## config.mk

```make
export PLATFORM = sky130hd
export DESIGN_NAME = rv32_lsu_flat
export DESIGN_NICKNAME = d
export VERILOG_FILES = /design/src/rtl/rv32_lsu_pkg.sv /design/src/rtl/rv32_lsu_if.sv /design/src/rtl/rv32_load_align.sv /design/src/rtl/rv32_lsu.sv /design/src/flat_wrapper.sv
export SDC_FILE = /design/constraint.sdc
export NUM_CORES = 1
export LEC_CHECK = 0
export BUFFER_PORTS_ARGS = -buffer_cell sky130_fd_sc_hd__buf_4
export CORE_ASPECT_RATIO = 1.25
export CORE_MARGIN = 2
export CORE_UTILIZATION = 45
export DETAILED_ROUTE_END_ITERATION = 8
export GPL_ROUTABILITY_DRIVEN = 0
export HOLD_SLACK_MARGIN = 0.05
export PLACE_DENSITY = 0.9
export SLEW_MARGIN = 10
export SYNTH_ARGS = -nofsm -noshare
export SYNTH_HDL_FRONTEND = slang
export SYNTH_SLANG_ARGS = --single-unit
```

## constraint.sdc

```tcl
create_clock -name clk_i -period 1.8 [get_ports clk_i]
set_input_delay 0.18 -clock clk_i [delete_from_list [all_inputs] [get_ports clk_i]]
set_output_delay 0.18 -clock clk_i [all_outputs]
set_load 0.005 [all_outputs]
```

## src/rtl/rv32_lsu_pkg.sv

```systemverilog
`default_nettype none
// ============================================================================
// Module      : rv32_lsu_pkg
// Description : Shared definitions for the RV32 load/store path.
//               funct3 access-size codes, FSM state encoding reused by other
//               pipeline stages, and the request legality helper.
// Revision    : 1.0 - initial release
// ============================================================================
package rv32_lsu_pkg;

  // RV32I load/store funct3 codes
  localparam logic [2:0] F3_B  = 3'd0;
  localparam logic [2:0] F3_H  = 3'd1;
  localparam logic [2:0] F3_W  = 3'd2;
  localparam logic [2:0] F3_BU = 3'd4;
  localparam logic [2:0] F3_HU = 3'd5;

  typedef enum logic [1:0] {
    ST_IDLE  = 2'd0,
    ST_ISSUE = 2'd1,
    ST_WAIT  = 2'd2,
    ST_RESP  = 2'd3
  } lsu_state_e;

  // A request is legal when funct3 names an access of the right kind and the
  // byte offset is naturally aligned to the access size.
  function automatic logic req_legal(input logic       we,
                                     input logic [2:0] funct3,
                                     input logic [1:0] off);
    logic f3_ok;
    logic align_ok;
    if (we) begin
      f3_ok = (funct3 == F3_B) || (funct3 == F3_H) || (funct3 == F3_W);
    end else begin
      f3_ok = (funct3 == F3_B)  || (funct3 == F3_H)  || (funct3 == F3_W) ||
              (funct3 == F3_BU) || (funct3 == F3_HU);
    end
    case (funct3[1:0])
      2'd1:    align_ok = ~off[0];
      2'd2:    align_ok = (off == 2'd0);
      default: align_ok = 1'b1;
    endcase
    return f3_ok & align_ok;
  endfunction

endpackage
`default_nettype wire

```

## src/rtl/rv32_lsu_if.sv

```systemverilog
`default_nettype none
// ============================================================================
// Module      : rv32_lsu_if
// Description : Bundle of the LSU request, response and BRAM signals.
//               slave  : the LSU side (accepts requests, drives the BRAM).
//               master : the core/BRAM side (issues requests, returns data).
// Revision    : 1.0 - initial release
// ============================================================================
interface rv32_lsu_if #(
  parameter int XLEN = 32
);
  // request channel
  logic            req_valid_i;
  logic            req_ready_o;
  logic            req_we_i;
  logic [2:0]      req_funct3_i;
  logic [XLEN-1:0] req_addr_i;
  logic [XLEN-1:0] req_wdata_i;
  logic [4:0]      req_rd_i;
  // response channel
  logic            rsp_valid_o;
  logic            rsp_ready_i;
  logic [XLEN-1:0] rsp_rdata_o;
  logic [4:0]      rsp_rd_o;
  logic            rsp_err_o;
  // data BRAM port
  logic [XLEN-1:0] mem_addr_o;
  logic [3:0]      mem_we_o;
  logic [XLEN-1:0] mem_wd_o;
  logic [XLEN-1:0] mem_rd_i;

  modport slave (
    input  req_valid_i, req_we_i, req_funct3_i, req_addr_i, req_wdata_i,
           req_rd_i, rsp_ready_i, mem_rd_i,
    output req_ready_o, rsp_valid_o, rsp_rdata_o, rsp_rd_o, rsp_err_o,
           mem_addr_o, mem_we_o, mem_wd_o
  );

  modport master (
    output req_valid_i, req_we_i, req_funct3_i, req_addr_i, req_wdata_i,
           req_rd_i, rsp_ready_i, mem_rd_i,
    input  req_ready_o, rsp_valid_o, rsp_rdata_o, rsp_rd_o, rsp_err_o,
           mem_addr_o, mem_we_o, mem_wd_o
  );

endinterface
`default_nettype wire

```

## src/rtl/rv32_load_align.sv

```systemverilog
`default_nettype none
// ============================================================================
// Module      : rv32_load_align
// Description : Combinational load extraction. Shifts the BRAM word down to
//               the addressed byte lane, then sign- or zero-extends it.
// Ports       : rd_word  - raw BRAM read word
//               byte_off - address bits [1:0]
//               funct3   - load type (LB/LH/LW/LBU/LHU)
//               data     - extended result; 0 for a non-load funct3
// Revision    : 1.0 - initial release
// ============================================================================
module rv32_load_align
  import rv32_lsu_pkg::*;
(
  input  wire logic [31:0] rd_word,
  input  wire logic [1:0]  byte_off,
  input  wire logic [2:0]  funct3,
  output logic      [31:0] data
);

  logic [31:0] w_shifted;

  assign w_shifted = rd_word >> {byte_off, 3'b000};

  always_comb begin
    data = 32'd0;
    case (funct3)
      F3_B:    data = {{24{w_shifted[7]}},  w_shifted[7:0]};
      F3_H:    data = {{16{w_shifted[15]}}, w_shifted[15:0]};
      F3_W:    data = w_shifted;
      F3_BU:   data = {24'd0, w_shifted[7:0]};
      F3_HU:   data = {16'd0, w_shifted[15:0]};
      default: data = 32'd0;
    endcase
  end

endmodule
`default_nettype wire

```

## src/rtl/rv32_lsu.sv

```systemverilog
`default_nettype none
// ============================================================================
// Module      : rv32_lsu
// Description : Load/store unit between the ALU result and the data BRAM.
//               One transaction at a time: IDLE -> ISSUE -> (WAIT) -> RESP,
//               or IDLE -> RESP directly for an illegal request.
// Ports       : clk_i, rst_i - clock, synchronous active-high reset
//               bus (slave)  - request, response and BRAM signals
// Parameters  : XLEN (32 only), MEM_LAT (BRAM read latency, 1..4)
// Revision    : 1.0 - initial release
// ============================================================================
module rv32_lsu
  import rv32_lsu_pkg::*;
#(
  parameter int XLEN    = 32,
  parameter int MEM_LAT = 1
) (
  input  wire logic clk_i,
  input  wire logic rst_i,
  rv32_lsu_if.slave bus
);

  lsu_state_e      r_state;
  lsu_state_e      w_state_next;

  logic [1:0]      r_off;
  logic [XLEN-1:0] r_wdata;
  logic [2:0]      r_funct3;
  logic            r_we;
  logic [4:0]      r_rd;
  logic [1:0]      r_cnt;
  logic [XLEN-1:0] r_rsp_rdata;
  logic            r_rsp_err;
  logic [XLEN-1:0] r_mem_addr;

  logic            w_req_ready;
  logic            w_accept;
  logic            w_legal;
  logic [3:0]      w_we_mask;
  logic [XLEN-1:0] w_wd;
  logic [XLEN-1:0] w_ld_data;

  assign w_req_ready = (r_state == ST_IDLE) && !rst_i;
  assign w_accept    = bus.req_valid_i && w_req_ready;
  assign w_legal     = req_legal(bus.req_we_i, bus.req_funct3_i, bus.req_addr_i[1:0]);

  // State register
  always_ff @(posedge clk_i) begin
    if (rst_i) begin
      r_state <= ST_IDLE;
    end else begin
      r_state <= w_state_next;
    end
  end

  // Next-state logic
  always_comb begin
    w_state_next = r_state;
    case (r_state)
      ST_IDLE: begin
        if (w_accept) begin
          w_state_next = w_legal ? ST_ISSUE : ST_RESP;
        end
      end
      ST_ISSUE: w_state_next = r_we ? ST_RESP : ST_WAIT;
      ST_WAIT: begin
        if (r_cnt == 2'd0) begin
          w_state_next = ST_RESP;
        end
      end
      ST_RESP: begin
        if (bus.rsp_ready_i) begin
          w_state_next = ST_IDLE;
        end
      end
      default: w_state_next = ST_IDLE;
    endcase
  end

  // Store lane steering; only legal store sizes ever reach ISSUE.
  always_comb begin
    w_we_mask = 4'b1111;
    w_wd      = r_wdata;
    case (r_funct3[1:0])
      2'd0: begin
        w_we_mask = 4'b0001 << r_off;
        w_wd      = {4{r_wdata[7:0]}};
      end
      2'd1: begin
        w_we_mask = r_off[1] ? 4'b1100 : 4'b0011;
        w_wd      = {2{r_wdata[15:0]}};
      end
      default: begin
        w_we_mask = 4'b1111;
        w_wd      = r_wdata;
      end
    endcase
  end

  rv32_load_align u_load_align (
    .rd_word  (bus.mem_rd_i),
    .byte_off (r_off),
    .funct3   (r_funct3),
    .data     (w_ld_data)
  );

  // Transaction datapath
  always_ff @(posedge clk_i) begin
    if (rst_i) begin
      r_off       <= 2'd0;
      r_wdata     <= '0;
      r_funct3    <= 3'd0;
      r_we        <= 1'b0;
      r_rd        <= 5'd0;
      r_cnt       <= 2'd0;
      r_rsp_rdata <= '0;
      r_rsp_err   <= 1'b0;
      r_mem_addr  <= '0;
    end else begin
      if (w_accept) begin
        r_off       <= bus.req_addr_i[1:0];
        r_wdata     <= bus.req_wdata_i;
        r_funct3    <= bus.req_funct3_i;
        r_we        <= bus.req_we_i;
        r_rd        <= bus.req_rd_i;
        r_rsp_rdata <= '0;
        r_rsp_err   <= !w_legal;
        // An illegal request performs no access, so the BRAM address keeps
        // its previous value.
        if (w_legal) begin
          r_mem_addr <= {bus.req_addr_i[XLEN-1:2], 2'b00};
        end
      end
      if (r_state == ST_ISSUE) begin
        r_cnt <= 2'(MEM_LAT - 1);
      end
      if (r_state == ST_WAIT) begin
        if (r_cnt == 2'd0) begin
          r_rsp_rdata <= w_ld_data;
        end else begin
          r_cnt <= r_cnt - 2'd1;
        end
      end
    end
  end

  assign bus.req_ready_o = w_req_ready;
  assign bus.rsp_valid_o = (r_state == ST_RESP);
  assign bus.rsp_rdata_o = r_rsp_rdata;
  assign bus.rsp_rd_o    = r_rd;
  assign bus.rsp_err_o   = r_rsp_err;
  assign bus.mem_addr_o  = r_mem_addr;
  // Write enables are gated by reset directly so a reset landing on the
  // ISSUE cycle can never commit a write.
  assign bus.mem_we_o    = ((r_state == ST_ISSUE) && r_we && !rst_i) ? w_we_mask : 4'b0000;
  assign bus.mem_wd_o    = ((r_state == ST_ISSUE) && r_we) ? w_wd : '0;

endmodule
`default_nettype wire

```

## src/flat_wrapper.sv

```systemverilog
// flat-port wrapper written by rule: the top's interface ports become plain ports
module rv32_lsu_flat import rv32_lsu_pkg::*;
#(
  parameter int XLEN    = 32,
  parameter int MEM_LAT = 1
)
  (clk_i, rst_i, bus_req_valid_i, bus_req_we_i, bus_req_funct3_i, bus_req_addr_i, bus_req_wdata_i, bus_req_rd_i, bus_rsp_ready_i, bus_mem_rd_i, bus_req_ready_o, bus_rsp_valid_o, bus_rsp_rdata_o, bus_rsp_rd_o, bus_rsp_err_o, bus_mem_addr_o, bus_mem_we_o, bus_mem_wd_o);
  rv32_lsu_if #(.XLEN(XLEN)) bus_i ();
  input  wire logic clk_i;
  input  wire logic rst_i;
  input wire logic [$bits(bus_i.req_valid_i)-1:0] bus_req_valid_i;
  input wire logic [$bits(bus_i.req_we_i)-1:0] bus_req_we_i;
  input wire logic [$bits(bus_i.req_funct3_i)-1:0] bus_req_funct3_i;
  input wire logic [$bits(bus_i.req_addr_i)-1:0] bus_req_addr_i;
  input wire logic [$bits(bus_i.req_wdata_i)-1:0] bus_req_wdata_i;
  input wire logic [$bits(bus_i.req_rd_i)-1:0] bus_req_rd_i;
  input wire logic [$bits(bus_i.rsp_ready_i)-1:0] bus_rsp_ready_i;
  input wire logic [$bits(bus_i.mem_rd_i)-1:0] bus_mem_rd_i;
  output wire logic [$bits(bus_i.req_ready_o)-1:0] bus_req_ready_o;
  output wire logic [$bits(bus_i.rsp_valid_o)-1:0] bus_rsp_valid_o;
  output wire logic [$bits(bus_i.rsp_rdata_o)-1:0] bus_rsp_rdata_o;
  output wire logic [$bits(bus_i.rsp_rd_o)-1:0] bus_rsp_rd_o;
  output wire logic [$bits(bus_i.rsp_err_o)-1:0] bus_rsp_err_o;
  output wire logic [$bits(bus_i.mem_addr_o)-1:0] bus_mem_addr_o;
  output wire logic [$bits(bus_i.mem_we_o)-1:0] bus_mem_we_o;
  output wire logic [$bits(bus_i.mem_wd_o)-1:0] bus_mem_wd_o;
  assign bus_i.req_valid_i = bus_req_valid_i;
  assign bus_i.req_we_i = bus_req_we_i;
  assign bus_i.req_funct3_i = bus_req_funct3_i;
  assign bus_i.req_addr_i = bus_req_addr_i;
  assign bus_i.req_wdata_i = bus_req_wdata_i;
  assign bus_i.req_rd_i = bus_req_rd_i;
  assign bus_i.rsp_ready_i = bus_rsp_ready_i;
  assign bus_i.mem_rd_i = bus_mem_rd_i;
  assign bus_req_ready_o = bus_i.req_ready_o;
  assign bus_rsp_valid_o = bus_i.rsp_valid_o;
  assign bus_rsp_rdata_o = bus_i.rsp_rdata_o;
  assign bus_rsp_rd_o = bus_i.rsp_rd_o;
  assign bus_rsp_err_o = bus_i.rsp_err_o;
  assign bus_mem_addr_o = bus_i.mem_addr_o;
  assign bus_mem_we_o = bus_i.mem_we_o;
  assign bus_mem_wd_o = bus_i.mem_wd_o;
  rv32_lsu #(.XLEN(XLEN), .MEM_LAT(MEM_LAT)) u_core (.clk_i(clk_i), .rst_i(rst_i), .bus(bus_i));
endmodule
```

# --- After elaboration in Yosys (flattened, before gate mapping) ---
# Cells that the tools add are included.
totals:
  memories: 0
  ram_bits: 0
  elab_cells: 70
  romBits: 0
  input_bits: 109
  ff_bits: 110
  latchBits: 0
classes:
  n_bitwise: 2
  n_mux: 20
  n_mul: 0
  eq_ne: 17
  addsub: 1
  div_mod_pow: 0
  reduce_logical: 18
  magnitude_cmp: 0
  n_shift: 2
op_table:
  columns: ["operator", "n"]
  rows:
  - ["$pmux W32 S5", 1]
  - ["$mux W32", 4]
  - ["$pmux W32 S2", 1]
  - ["$shr A32 B5 Y32", 1]
  - ["$mux W2", 7]
  - ["$eq A3 B3 Y1 const B", 4]
  - ["$logic_not A2 Y1", 4]
  - ["$mux W4", 2]
  - ["$pmux W2 S4", 1]
  - ["$pmux W4 S2", 1]
  - ["$eq A2 B1 Y1 const B", 3]
  - ["$eq A2 B2 Y1 const B", 3]
  - ["$eq A3 B1 Y1 const B", 2]
  - ["$eq A3 B2 Y1 const B", 2]
  - ["$logic_not A3 Y1", 2]
  - ["$logic_and A1 B1 Y1", 4]
  - ["$logic_or A1 B1 Y1", 4]
  - ["$ne A2 B1 Y1 const B", 2]
  - ["$shl A1 B2 Y4 const A", 1]
  - ["$reduce_and A3 Y1", 1]
  - ["$logic_not A1 Y1", 2]
  - ["$mux W1", 2]
  - ["$ne A2 B2 Y1 const B", 1]
  - ["$pmux W1 S2", 1]
  - ["other kinds (4)", 4]

# --- Longest topological paths before layout ---
# Gate-level depths: netlist (run 1).
depth:
  depth_word: 10
  mapped_depth: 9
  mapped_depth_nobuf: 6

# --- Hierarchy ---
# From an unflattened synthesis (run 1), not the netlist that was laid out.
hier_totals:
  hier_cells: 693
  area_unflattened_um2: 5662.9
by_module_without_submodules:
  columns: ["module", "area_per_inst_um2", "instances", "cells_per_inst"]
  rows:
  - ["rv32_lsu", 4859.7, 1, 584]
  - ["rv32_load_align", 803.3, 1, 109]

# --- Least setup slack after synthesis (run 1) ---
# OpenSTA, ideal clock, no wires.
synth_timing:
  kind: "flip-flop to flip-flop"
  from: "register u_core.r_state[1]"
  to: "register u_core.r_mem_addr[10], in the netlist u_core.bus.mem_addr_o[10]"
  path_stages_with_launch: 8
  path_buffers: 2
  setup_time_ns: 0.121
  required_ns: 1.679
  arrival_time_ns: 1.642
  period_less_slack_ns: 1.762
  path_slack_ns: 0.038
  cell_sequence: "dfxtp_1 inv_1 ha_1 and3b_1 buf_2 o211ai_1 buf_2 mux2_2"
synth_between:
  elab_chain_len: 4
synth_rtl:
  columns: ["element", "line", "text"]
  rows:
  - ["start: declaration", "rv32_lsu.sv:23", "lsu_state_e r_state;"]
  - ["start signal: assignment", "rv32_lsu.sv:52", "r_state <= w_state_next;"]
  - ["$logic_not A2 Y1", "rv32_lsu.sv:43", "assign w_req_ready = (r_state == ST_IDLE) && !rst_i;"]
  - ["$logic_and A1 B1 Y1", "rv32_lsu.sv:43", null]
  - ["$logic_and A1 B1 Y1", "rv32_lsu.sv:44", "assign w_accept = bus.req_valid_i && w_req_ready;"]
  - ["$reduce_and A2 Y1 (no source line)", null, null]
  - ["end signal: assignment", "rv32_lsu.sv:131", "r_mem_addr <= {bus.req_addr_i[XLEN-1:2], 2'b00};"]
  - ["end: declaration", "rv32_lsu.sv:34", "logic [XLEN-1:0] r_mem_addr;"]
# No other way between the ends.
# A chain may end at the register's enable or synchronous reset.

# --- Worst setup path in the final report (run 1) ---
layout_timing:
  from: "register u_core.r_funct3[1]"
  to: "output port bus_mem_wd_o[20]"
layout_between:
  elab_chain_len: 3
  elab_cells_between_ends: 4
layout_rtl:
  columns: ["element", "line", "text"]
  rows:
  - ["start: declaration", "rv32_lsu.sv:28", "logic [2:0] r_funct3;"]
  - ["start signal: assignment", "rv32_lsu.sv:123", "r_funct3 <= bus.req_funct3_i;"]
  - ["$eq A2 B1 Y1 / $logic_not A2 Y1 (equally long branches)", "rv32_lsu.sv:84", "case (r_funct3[1:0])"]
  - ["$pmux W32 S2 *", "rv32_lsu.sv:84", null]
  - ["$mux W32 *", "rv32_lsu.sv:156", "assign bus.mem_wd_o = ((r_state == ST_ISSUE) && r_we) ? w_wd : '0;"]
  - ["end: declaration", "flat_wrapper.sv:26", "output wire logic [$bits(bus_i.mem_wd_o)-1:0] bus_mem_wd_o;"]
# Every way passes the cells marked *; elsewhere a longest branch is shown, timed or not.

==> results of run 1 <==
[power by group through the flow]
stage                     Clock [W]  Combinational, W  Sequential [W]
final                       0.00208           0.00382         0.00316
after global routing        0.00218           0.00407         0.00320
after CTS                   0.00206           0.00330         0.00311
after detailed placement          0           0.00297         0.00316
after global placement            0           0.00289         0.00314
after floorplan                   0           0.00191         0.00308
[cell usage after synthesis, types with 2 or more instances]
cell type and n:
o21ai_0 44, a311oi_1 8, clkbuf_1 28, inv_1 9
buf_1 4, o31ai_1 2, o21bai_1 2, nand2_1 96
a32oi_1 7, nor2b_1 41, and3_1 8, mux2_2 31
nor4b_1 2, nand2b_1 35, a211oi_2 10, a211oi_1 7
a21oi_1 52, nor2_1 47, buf_6 4, mux2i_1 31
dfxtp_1 110, buf_2 15, a211o_1 7, ha_1 8
a22oi_1 11, o2bb2ai_1 7, o211ai_1 3, buf_4 5
[area by class of cell]
type | count | share of cell area
Multi-Input combinational cell | 479 | 0.376
Timing Repair Buffer | 308 | 0.309
Sequential cell | 110 | 0.253
Clock buffer | 9 | 0.0258
Tap cell | 164 | 0.0235
Clock inverter | 7 | 0.00830
Inverter | 9 | 0.00458
[final timing paths]
path / slack (ns) / end
hold reg to reg: 0.47 / u_core.r_wdata[28]$_SDFFE_PP0P_
setup reg to reg: 0.02 / u_core.bus.rsp_rdata_o[31]$_SDFF_PP0_
setup / recovery: -0.003 / bus_mem_wd_o[20]
hold / removal: 0.05 / u_core.bus.mem_addr_o[31]$_SDFFE_PP0P_
[cells by family (layout without fill, tap and decap cells)]
family | Yosys count | after routing | share of synthesized area
compound gates | 167 | 167 | 0.200
fa+ha+maj | 8 | 8 | 0.0179
buf+inv | 65 | 333 | 0.0557
flops | 110 | 110 | 0.394
mux | 63 | 63 | 0.122
other cells | 1 | 2 | 0.000670
simple gates | 239 | 239 | 0.210
[per-layer routing]
metal | vias up | track usage | wire length [um]
li1 | 2794 | - | -
met1 | 2916 | 0.310 | 7540
met2 | 343 | 0.522 | 11300
met3 | 81 | 0.0562 | 1490
met4 | 0 | 0.141 | 1010
met5 | - | 0 | 0
[what timing repair did]
action	CTS	global route
resized for setup	17	60
cloned	4	4
hold endpoints to repair	53	1
buffers inserted	3	6
setup endpoints to repair	98	123
pin swaps	2	5
hold buffers	53	1
[per-stage QoR]
stage,std cells,hold slack (ns)
after floorplan,654,0.288
after global placement,999,0.373
after detailed placement,999,0.379
after CTS,1075,0.0501
after global routing,1086,0.0531
final,1086,0.0490
[sequential cells by signal, indices dropped and copies added, names as in the netlist]
signal and cells:
u_core.bus.rsp_rdata_o 32, u_core.r_off 2, u_core.r_funct3 3, u_core.bus.rsp_rd_o 5, u_core.r_we 1, u_core.r_cnt 2, u_core.r_state 2, u_core.r_wdata 32
u_core.bus.mem_addr_o 30, u_core.bus.rsp_err_o 1
==> summary.txt, run 1 <==
Status
  • Status: finished, violations left
  • Violated checks: setup timing

Power
  • Leak: 3.74 nW
  • Seq pwr share: 0.349
  • Power per cell area: 1040 nW/um^2
  • Switching Fraction: 0.366
  • Combinational power share: 0.422
  • Internal Pwr Total: 0.00574 W
  • Clock power share: 0.230
  • Peak supply drop: 0.000643 V
  • Net Sw Power: 0.00332 W
  • Pwr Total: 0.00906 W

Synthesis
  • Seq/Total Area, Yosys: 0.394
  • Mapped Area: 5590 um^2
  • Synth Area per Inst: 8.57 um^2
  • Yosys top cell area share: 0.394
  • Distinct cells, synth: 47
  • Yosys top cell by area: dfxtp_1
  • Register bit total from synthesis: 110
  • Synth top area cells: dfxtp_1 (39%), nand2_1 (6.4%), mux2_2 (6.2%)
  • Number of synthesized flops with an enable pin: 0
  • Gate Count Post-Synth: 653
  • Top_reg_cell synth: dfxtp_1
  • Ys async rst share: 0
  • Synth warn: 0

Timing
  • Clock Skews: 0.00825 ns
  • Setup ws final: -0.00338 ns
  • Slew headroom: 0.628
  • Final min period: 1.80 ns
  • Max-slew violation count: 0
  • RSZ-0062 raised after global routing: true
  • Final Cycle Share: 1.00
  • Tightest Pin Transition: 0.555 ns
  • Max Fclk: 0.555 GHz
  • Setup total negative slack: -0.00365 ns
  • Final setup fails: 2
  • Fin. Hold Viols: 0

CTS
  • Max H-tree Level: 3
  • Clk_lat worst skew: 0.35 ns
  • Longest Clk Path Bufs: 2
  • CTS sink cnt: 110
  • Root buffer cell: clkbuf_16
  • CTS tree: built
  • CTS buffer count: 9
  • Clock-pin slew on the worst setup and hold paths: 0.08 ns

Floorplanning
  • # rows: 45
  • Core area: 12200 um^2
  • Die ar.: 13300 um^2
  • Initial Util: 0.460
  • Die H: 129 um
  • I/O Pins: 217
  • Chip width: 104 um

Finish
  • Sequential cell area: 2210 um^2
  • Post-Route Utilization: 0.719
  • Layout cells sized above 1: 0.379
  • Commonest non-fill, non-tap cell in the layout: buf_4
  • Cell area after layout: 8740 um^2
  • Fillers: 834
  • Multi-input gate area: 3290 um^2
  • Leading cell types in the layout, fill and taps excluded: buf_4 (232), dfxtp_1 (104), nand2_1 (94)
  • # diodes: 0
  • Syn-to-layout area delta: 56.3%
  • Final #Nets: 1034

Setup path
  • Levels on crit path: 5
  • Delay-heaviest family, CP: buffers and inverters
  • Critical path's slowest cell: dfxtp_2
  • CP max stage delay: 0.38 ns
  • Crit-path max FO: 24
  • Setup CP Type: flip-flop to primary output
  • Worst setup EP type: primary output
  • Buf/Inv on CP: 3
  • Crit path DAT: 1.62 ns
  • CP Cell Sequence: buf_6, buf_8, mux2i_1, nor2_2, buf_4
  • Crit path launch type: flip-flop
  • FF-to-FF path depth: 9
  • Launch point of the critical path: u_core.r_funct3[1]$_SDFFE_PP0P_
  • RR Startpoint: u_core.r_state[0]$_SDFFE_PP0P_
  • Critical Path RT: 1.62 ns

Route
  • Antenna viol nets, final: 0
  • Wire per inst: 19.6 um
  • DRT Wirelength: 21300 um
  • Vias per std cell: 5.65
  • Vias: 6134
  • Drc violations: 0
  • DRT iter0 DRCs: 429
  • 1st-pass router iterations: 5

Global routing
  • Largest net degree at the start of global routing: 103
  • Tot GR Track Use: 0.282
  • Number of global-route vias before repair: 5862
  • Initial antenna violation count: 0
  • GRT overflow: 0
  • First-pass GRT wire length: 30100 um

Place
  • PortBufs: 214
  • Post-DP HPWL: 12100 um
  • Placed cell areas: 7400 um^2
  • Dpl ws: -0.0445 ns

Hold path
  • Hold Startpoint: bus_req_addr_i[31]
  • Hold WC Path Type: input port to flip-flop
  • Hold depth: 2

Job
  • Max_cap viols: 0
(Power assumes the default switching activity.)
==> inputs of run 2 (changes only) <==
Settings changed: GPL_TIMING_DRIVEN set to 0.
==> summary.txt, run 2 (same netlist as run 1, synthesis figures left out) <==
Place
  • Dpl ws: -0.326 ns (was -0.0445 ns)
  • Placed cell areas: 7410 um^2 (was 7400 um^2)
  • Post-DP HPWL: 14000 um (was 12100 um)
  • PortBufs: 214 (unchanged)
  • Dpl cells: 1032 (was 999)

Floorplanning
  • Chip width: 104 um (unchanged)
  • Die ar.: 13300 um^2 (unchanged)
  • Die H: 129 um (unchanged)
  • Core area: 12200 um^2 (unchanged)
  • # rows: 45 (unchanged)
  • Initial Util: 0.460 (unchanged)
  • I/O Pins: 217 (unchanged)

CTS
  • CTS sink cnt: 110 (unchanged)
  • Clock-pin slew on the worst setup and hold paths: 0.08 ns (about the same)
  • CTS tree: built (unchanged)
  • CTS buffer count: 9 (unchanged)
  • Longest Clk Path Bufs: 2 (unchanged)
  • Max H-tree Level: 3 (unchanged)
  • Root buffer cell: clkbuf_16 (unchanged)
  • Clk_lat worst skew: 0.36 ns (was 0.35 ns)

Power
  • Leak: 3.75 nW (was 3.74 nW)
  • Power per cell area: 1030 nW/um^2 (was 1040 nW/um^2)
  • Peak supply drop: 0.000644 V (was 0.000643 V)

Finish
  • Layout cells sized above 1: 0.383 (was 0.379)
  • Cell area after layout: 8880 um^2 (was 8740 um^2)
  • Syn-to-layout area delta: 58.7% (was 56.3%)
  • Post-Route Utilization: 0.730 (was 0.719)
  • Post-Layout Cell Count: 1130 (was 1086)
  • Final #Nets: 1077 (was 1034)
  • Commonest non-fill, non-tap cell in the layout: buf_4 (unchanged)
  • Leading cell types in the layout, fill and taps excluded: buf_4 (237), dfxtp_1 (105), nand2_1 (94) (was buf_4 (232), dfxtp_1 (104), nand2_1 (94))

Global routing
  • GRT overflow: 0 (unchanged)
  • Largest net degree at the start of global routing: 20 (was 103)
  • First-pass GRT wire length: 33300 um (was 30100 um)
  • Number of global-route vias before repair: 6394 (was 5862)
  • Tot GR Track Use: 0.316 (was 0.282)
  • Initial antenna violation count: 1 (was 0)

Timing
  • Final Cycle Share: 1.03 (was 1.00)
  • Tightest Pin Transition: 0.561 ns (was 0.555 ns)
  • Clock Skews: 0.0105 ns (was 0.00825 ns)
  • Hold WS: 0.0465 ns (was 0.0490 ns)
  • Setup ws final: -0.0545 ns (was -0.00338 ns)
  • Fin. Hold Viols: 0 (unchanged)
  • Final setup fails: 12 (was 2)
  • RSZ-0062 raised after global routing: true (unchanged)
  • Slew headroom: 0.626 (was 0.628)
  • Max Fclk: 0.539 GHz (was 0.555 GHz)
  • Max-slew violation count: 0 (unchanged)
  • Final min period: 1.85 ns (was 1.80 ns)

Route
  • DRT Wirelength: 23200 um (was 21300 um)
  • Vias: 6580 (was 6134)
  • 1st-pass router iterations: 5 (unchanged)
  • Wire per inst: 20.6 um (was 19.6 um)
  • Drc violations: 0 (unchanged)
  • DRT iter0 DRCs: 534 (was 429)
  • Vias per std cell: 5.82 (was 5.65)
  • Antenna viol nets, final: 0 (unchanged)

Job
  • Max_cap viols: 0 (unchanged)

Setup path
  • Worst setup EP type: flip-flop (was primary output)
  • Crit path DAT: 2.12 ns (was 1.62 ns)
  • Crit-path max FO: 5 (was 24)
  • Setup CP Type: input port to flip-flop (was flip-flop to primary output)
  • Crit path launch type: input port (was flip-flop)
  • Critical Path RT: 2.06 ns (was 1.62 ns)

Status
  • Violated checks: setup timing (unchanged)
  • Status: finished, violations left (unchanged)

Hold path
  • Hold WC Path Type: input port to flip-flop (unchanged)
-- run 2: cell types whose count changed in the layout (fill, tap and decap cells not counted), sizes merged --
cell,before,now
clkbuf,13,37
buf,249,260
dlygate4sd3,54,63
bufbuf,1,0
bufinv,1,0
clkinv,2,3
diode,0,1
-- run 2: through the flow --
stage	total power, W	TNS [ns]
5_1_grt	0.00949	-1.87
2_1_floorplan	0.00499	0
3_3_place_gp	0.00601	-19.17
6_report	0.00912	-0.377
4_1_cts	0.00846	-0.0308
3_5_place_dp	0.00610	-22.52
-- run 2: path summary, 6_finish.rpt --
path	to	startpoint	slack, ns	cells after the start
max reg2reg	u_core.bus.mem_addr_o[16]$_SDFFE_PP0P_	u_core.r_state[0]$_SDFFE_PP0P_	-0.05	8
min reg2reg	u_core.r_wdata[26]$_SDFFE_PP0P_	u_core.r_wdata[26]$_SDFFE_PP0P_	0.47	2
min	u_core.r_wdata[9]$_SDFFE_PP0P_	bus_req_wdata_i[9]	0.05	3
max	u_core.bus.mem_addr_o[14]$_SDFFE_PP0P_	bus_req_addr_i[1]	-0.05	9
-- run 2: per-layer routing --
metal | GRT usage | part of all wire | vias up
li1 | - | - | 2885
met4 | 0.180 | 0.065 | 0
met5 | 0 | 0 | -
met2 | 0.585 | 0.52 | 475
met1 | 0.336 | 0.33 | 3076
met3 | 0.0674 | 0.083 | 144
-- run 2: layout make-up --
type                    instances  area, um^2
diodes                          1        2.50
plain buffers                  54         435
clock buffers                   9         225
clock inverters                 7        57.6
fillers                       810        3290
inverters                       9        45.0
multi-input cells             479        3270
flip-flops and latches        110        2220
well taps                     164         205
repair buffers                297        2410
-- run 2: what timing repair did --
item,4_1_cts,5_1_grt
hold buffers,60,3
pin swaps,1,6
buffers inserted,10,6
gates resized for setup,61,77
cloned,2,2
endpoints found under the hold margin,60,3
endpoints found under the setup margin,138,109
-- run 2: worst max-delay path, cell delays in order --
cell	delay, ns
dlygate4sd3_1	0.56
buf_4	0.15
nand2b_1	0.16
a2bb2oi_2	0.20
o211ai_1	0.12
buf_4	0.19
buf_6	0.12
buf_8	0.13
mux2_4	0.30
-- run 2: where the power goes --
group	internal [W]	total, W	switching [W]
logic	0.00185	0.00394	0.00209
registers	0.00282	0.00319	0.000367
clock network	0.000959	0.00200	0.00104
total	0.00563	0.00912	0.00350
==> inputs of run 3 (changes only) <==
Settings changed: PLACE_DENSITY 0.9 to unset, PLACE_DENSITY_LB_ADDON set to 0.15.
==> summary.txt, run 3 (same netlist as run 1, synthesis figures left out) <==
CTS
  • Root buffer cell: clkbuf_16 (unchanged)
  • Clk_lat worst skew: 0.35 ns (was 0.36 ns)
  • CTS buffer count: 9 (unchanged)
  • Clock-pin slew on the worst setup and hold paths: 0.08 ns (about the same)
  • Max H-tree Level: 3 (unchanged)
  • CTS tree: built (unchanged)
  • CTS sink cnt: 110 (unchanged)
  • Longest Clk Path Bufs: 2 (unchanged)

Setup path
  • Setup CP Type: flip-flop to primary output (was input port to flip-flop)
  • Buf/Inv on CP: 3 (was 5)
  • Worst setup EP type: primary output (was flip-flop)
  • Crit path DAT: 1.59 ns (was 2.12 ns)
  • Delay-heaviest family, CP: buffers and inverters (unchanged)
  • Crit path launch type: flip-flop (was input port)
  • Crit-path max FO: 10 (was 5)
  • Critical path's slowest cell: dfxtp_4 (was dlygate4sd3_1)
  • RR Startpoint: u_core.r_state[1]$_SDFFE_PP0P_ (was u_core.r_state[0]$_SDFFE_PP0P_)
  • Critical Path RT: 1.62 ns (was 2.06 ns)
  • FF-to-FF path depth: 7 (was 8)
  • R2R Setup Slk: 0.04 ns (was -0.05 ns)
  • CP max stage delay: 0.38 ns (was 0.56 ns)
  • R2R Path End: u_core.bus.mem_addr_o[24]$_SDFFE_PP0P_ (was u_core.bus.mem_addr_o[16]$_SDFFE_PP0P_)
  • CP Cell Sequence: buf_8, clkinvlp_4, nand2_4, nand2_1, a21oi_2, buf_4 (was dlygate4sd3_1, buf_4, nand2b_1, a2bb2oi_2, o211ai_1, buf_4, buf_6, buf_8, mux2_4)

Global routing
  • M2 GR Usage: 0.510 (was 0.585)
  • First-pass GRT wire length: 29200 um (was 33300 um)
  • Grt met1 use: 0.312 (was 0.336)
  • Largest net degree at the start of global routing: 21 (was 20)
  • Tot GR Track Use: 0.272 (was 0.316)
  • GRT Max-Usage Layer: met2 (unchanged)
  • M3 GR Usage: 0.0486 (was 0.0674)
  • Number of global-route vias before repair: 5850 (was 6394)
  • GRT overflow: 0 (unchanged)
  • Initial antenna violation count: 0 (was 1)

Place
  • PortBufs: 214 (unchanged)
  • Placed cell areas: 7410 um^2 (unchanged)
  • Post-DP HPWL: 13600 um (was 14000 um)

Timing
  • Clock Skews: 0.00759 ns (was 0.0105 ns)
  • Final Cycle Share: 0.984 (was 1.03)
  • RSZ-0062 raised after global routing: true (unchanged)
  • Max Fclk: 0.564 GHz (was 0.539 GHz)
  • Max-slew violation count: 0 (unchanged)
  • Tightest Pin Transition: 0.573 ns (was 0.561 ns)
  • Fin. Hold Viols: 0 (unchanged)
  • Final min period: 1.77 ns (was 1.85 ns)
  • Final setup fails: 0 (was 12)
  • Slew headroom: 0.618 (was 0.626)

Job
  • Max_cap viols: 0 (unchanged)

Status
  • Status: completed (was finished, violations left)

Power
  • Power per cell area: 1020 nW/um^2 (was 1030 nW/um^2)
  • Peak supply drop: 0.000507 V (was 0.000644 V)
  • Leak: 3.77 nW (was 3.75 nW)

Hold path
  • Hold WC Path Type: input port to flip-flop (unchanged)
  • Hold Startpoint: bus_req_addr_i[29] (was bus_req_wdata_i[9])
  • Hold endpoint: u_core.bus.mem_addr_o[29]$_SDFFE_PP0P_ (was u_core.r_wdata[9]$_SDFFE_PP0P_)
  • Hold depth: 2 (was 3)

Finish
  • # diodes: 0 (was 1)
  • Leading cell types in the layout, fill and taps excluded: buf_4 (236), dfxtp_1 (104), nand2_1 (94) (was buf_4 (237), dfxtp_1 (105), nand2_1 (94))
  • Post-Route Utilization: 0.729 (was 0.730)
  • Cell area after layout: 8860 um^2 (was 8880 um^2)
  • Commonest non-fill, non-tap cell in the layout: buf_4 (unchanged)
  • Syn-to-layout area delta: 58.4% (was 58.7%)
  • Final #Nets: 1069 (was 1077)
  • Layout cells sized above 1: 0.387 (was 0.383)

Floorplanning
  • Chip width: 104 um (unchanged)
  • Die ar.: 13300 um^2 (unchanged)
  • I/O Pins: 217 (unchanged)
  • Die H: 129 um (unchanged)
  • Core area: 12200 um^2 (unchanged)
  • Initial Util: 0.460 (unchanged)
  • # rows: 45 (unchanged)

Route
  • Vias: 5900 (was 6580)
  • DRT iter0 DRCs: 250 (was 534)
  • Antenna viol nets, final: 0 (unchanged)
  • Drc violations: 0 (unchanged)
  • Wire per inst: 17.5 um (was 20.6 um)
  • 1st-pass router iterations: 5 (unchanged)
  • Vias per std cell: 5.26 (was 5.82)
  • DRT Wirelength: 19600 um (was 23200 um)
run 3: cell types whose count changed in the layout (fill, tap and decap cells not counted), moves of 2 or more:
cell	delta
a22oi_1	-3
a22oi_2	+3
buf_6	+3
clkbuf_2	+2
clkbuf_4	-4
clkinvlp_4	-2
dfxtp_2	+2
dlygate4sd3_1	-7
mux2_2	-9
mux2_4	+9
run 3: per-layer routing:
layer  share of wire  wire (um)
met1            0.39       7610
met5               0          0
met3           0.060       1180
met4           0.026        513
met2            0.53      10300
run 3: repair_timing:
action	4_1_cts	5_1_grt
endpoints found under the hold margin	55	1
cloned	3	2
hold buffers	55	1
setup buffers	6	8
pin swaps	1	5
setup endpoints to repair	138	93
resized for setup	69	62
run 3: worst max-delay path by stage:
stage / start / endpoint / depth (start not counted)
floorplan: u_core.r_state[1]$_SDFFE_PP0P_ / u_core.bus.mem_addr_o[10]$_SDFFE_PP0P_ / 7
global placement: u_core.r_state[0]$_SDFFE_PP0P_ / u_core.r_off[1]$_SDFFE_PP0P_ / 8
detailed placement: u_core.r_state[0]$_SDFFE_PP0P_ / u_core.r_wdata[13]$_SDFFE_PP0P_ / 8
CTS: u_core.r_state[1]$_SDFFE_PP0P_ / bus_mem_we_o[1] / 6
global route: u_core.r_funct3[0]$_SDFFE_PP0P_ / bus_mem_we_o[2] / 6
finish: u_core.r_funct3[1]$_SDFFE_PP0P_ / bus_mem_wd_o[10] / 6
run 3: per-stage QoR:
stage	instances	setup WS, ns	setup TNS [ns]	power (W)	hold slack (ns)
final	1121	0.0280	0	0.00906	0.0534
after global routing	1121	-0.0206	-0.112	0.00946	0.0522
after CTS	1110	-0.0269	-0.103	0.00865	0.0503
after detailed placement	1032	-0.316	-24.11	0.00613	0.378
after global placement	1032	-0.234	-17.49	0.00602	0.375
after floorplan	654	0.0375	0	0.00499	0.288
run 3: power breakdown:
part           internal, W  switching (W)
Clock              0.00116        0.00101
Combinational      0.00179        0.00197
Sequential         0.00282       0.000312
run 3: cell type report:
type | instances | area [um^2]
flip-flops and latches | 110 | 2220
repair buffers | 289 | 2360
well taps | 164 | 205
inverters | 9 | 40.0
fillers | 912 | 3300
plain buffers | 54 | 412
clock inverters | 6 | 86.3
multi-input cells | 479 | 3300
clock buffers | 10 | 239
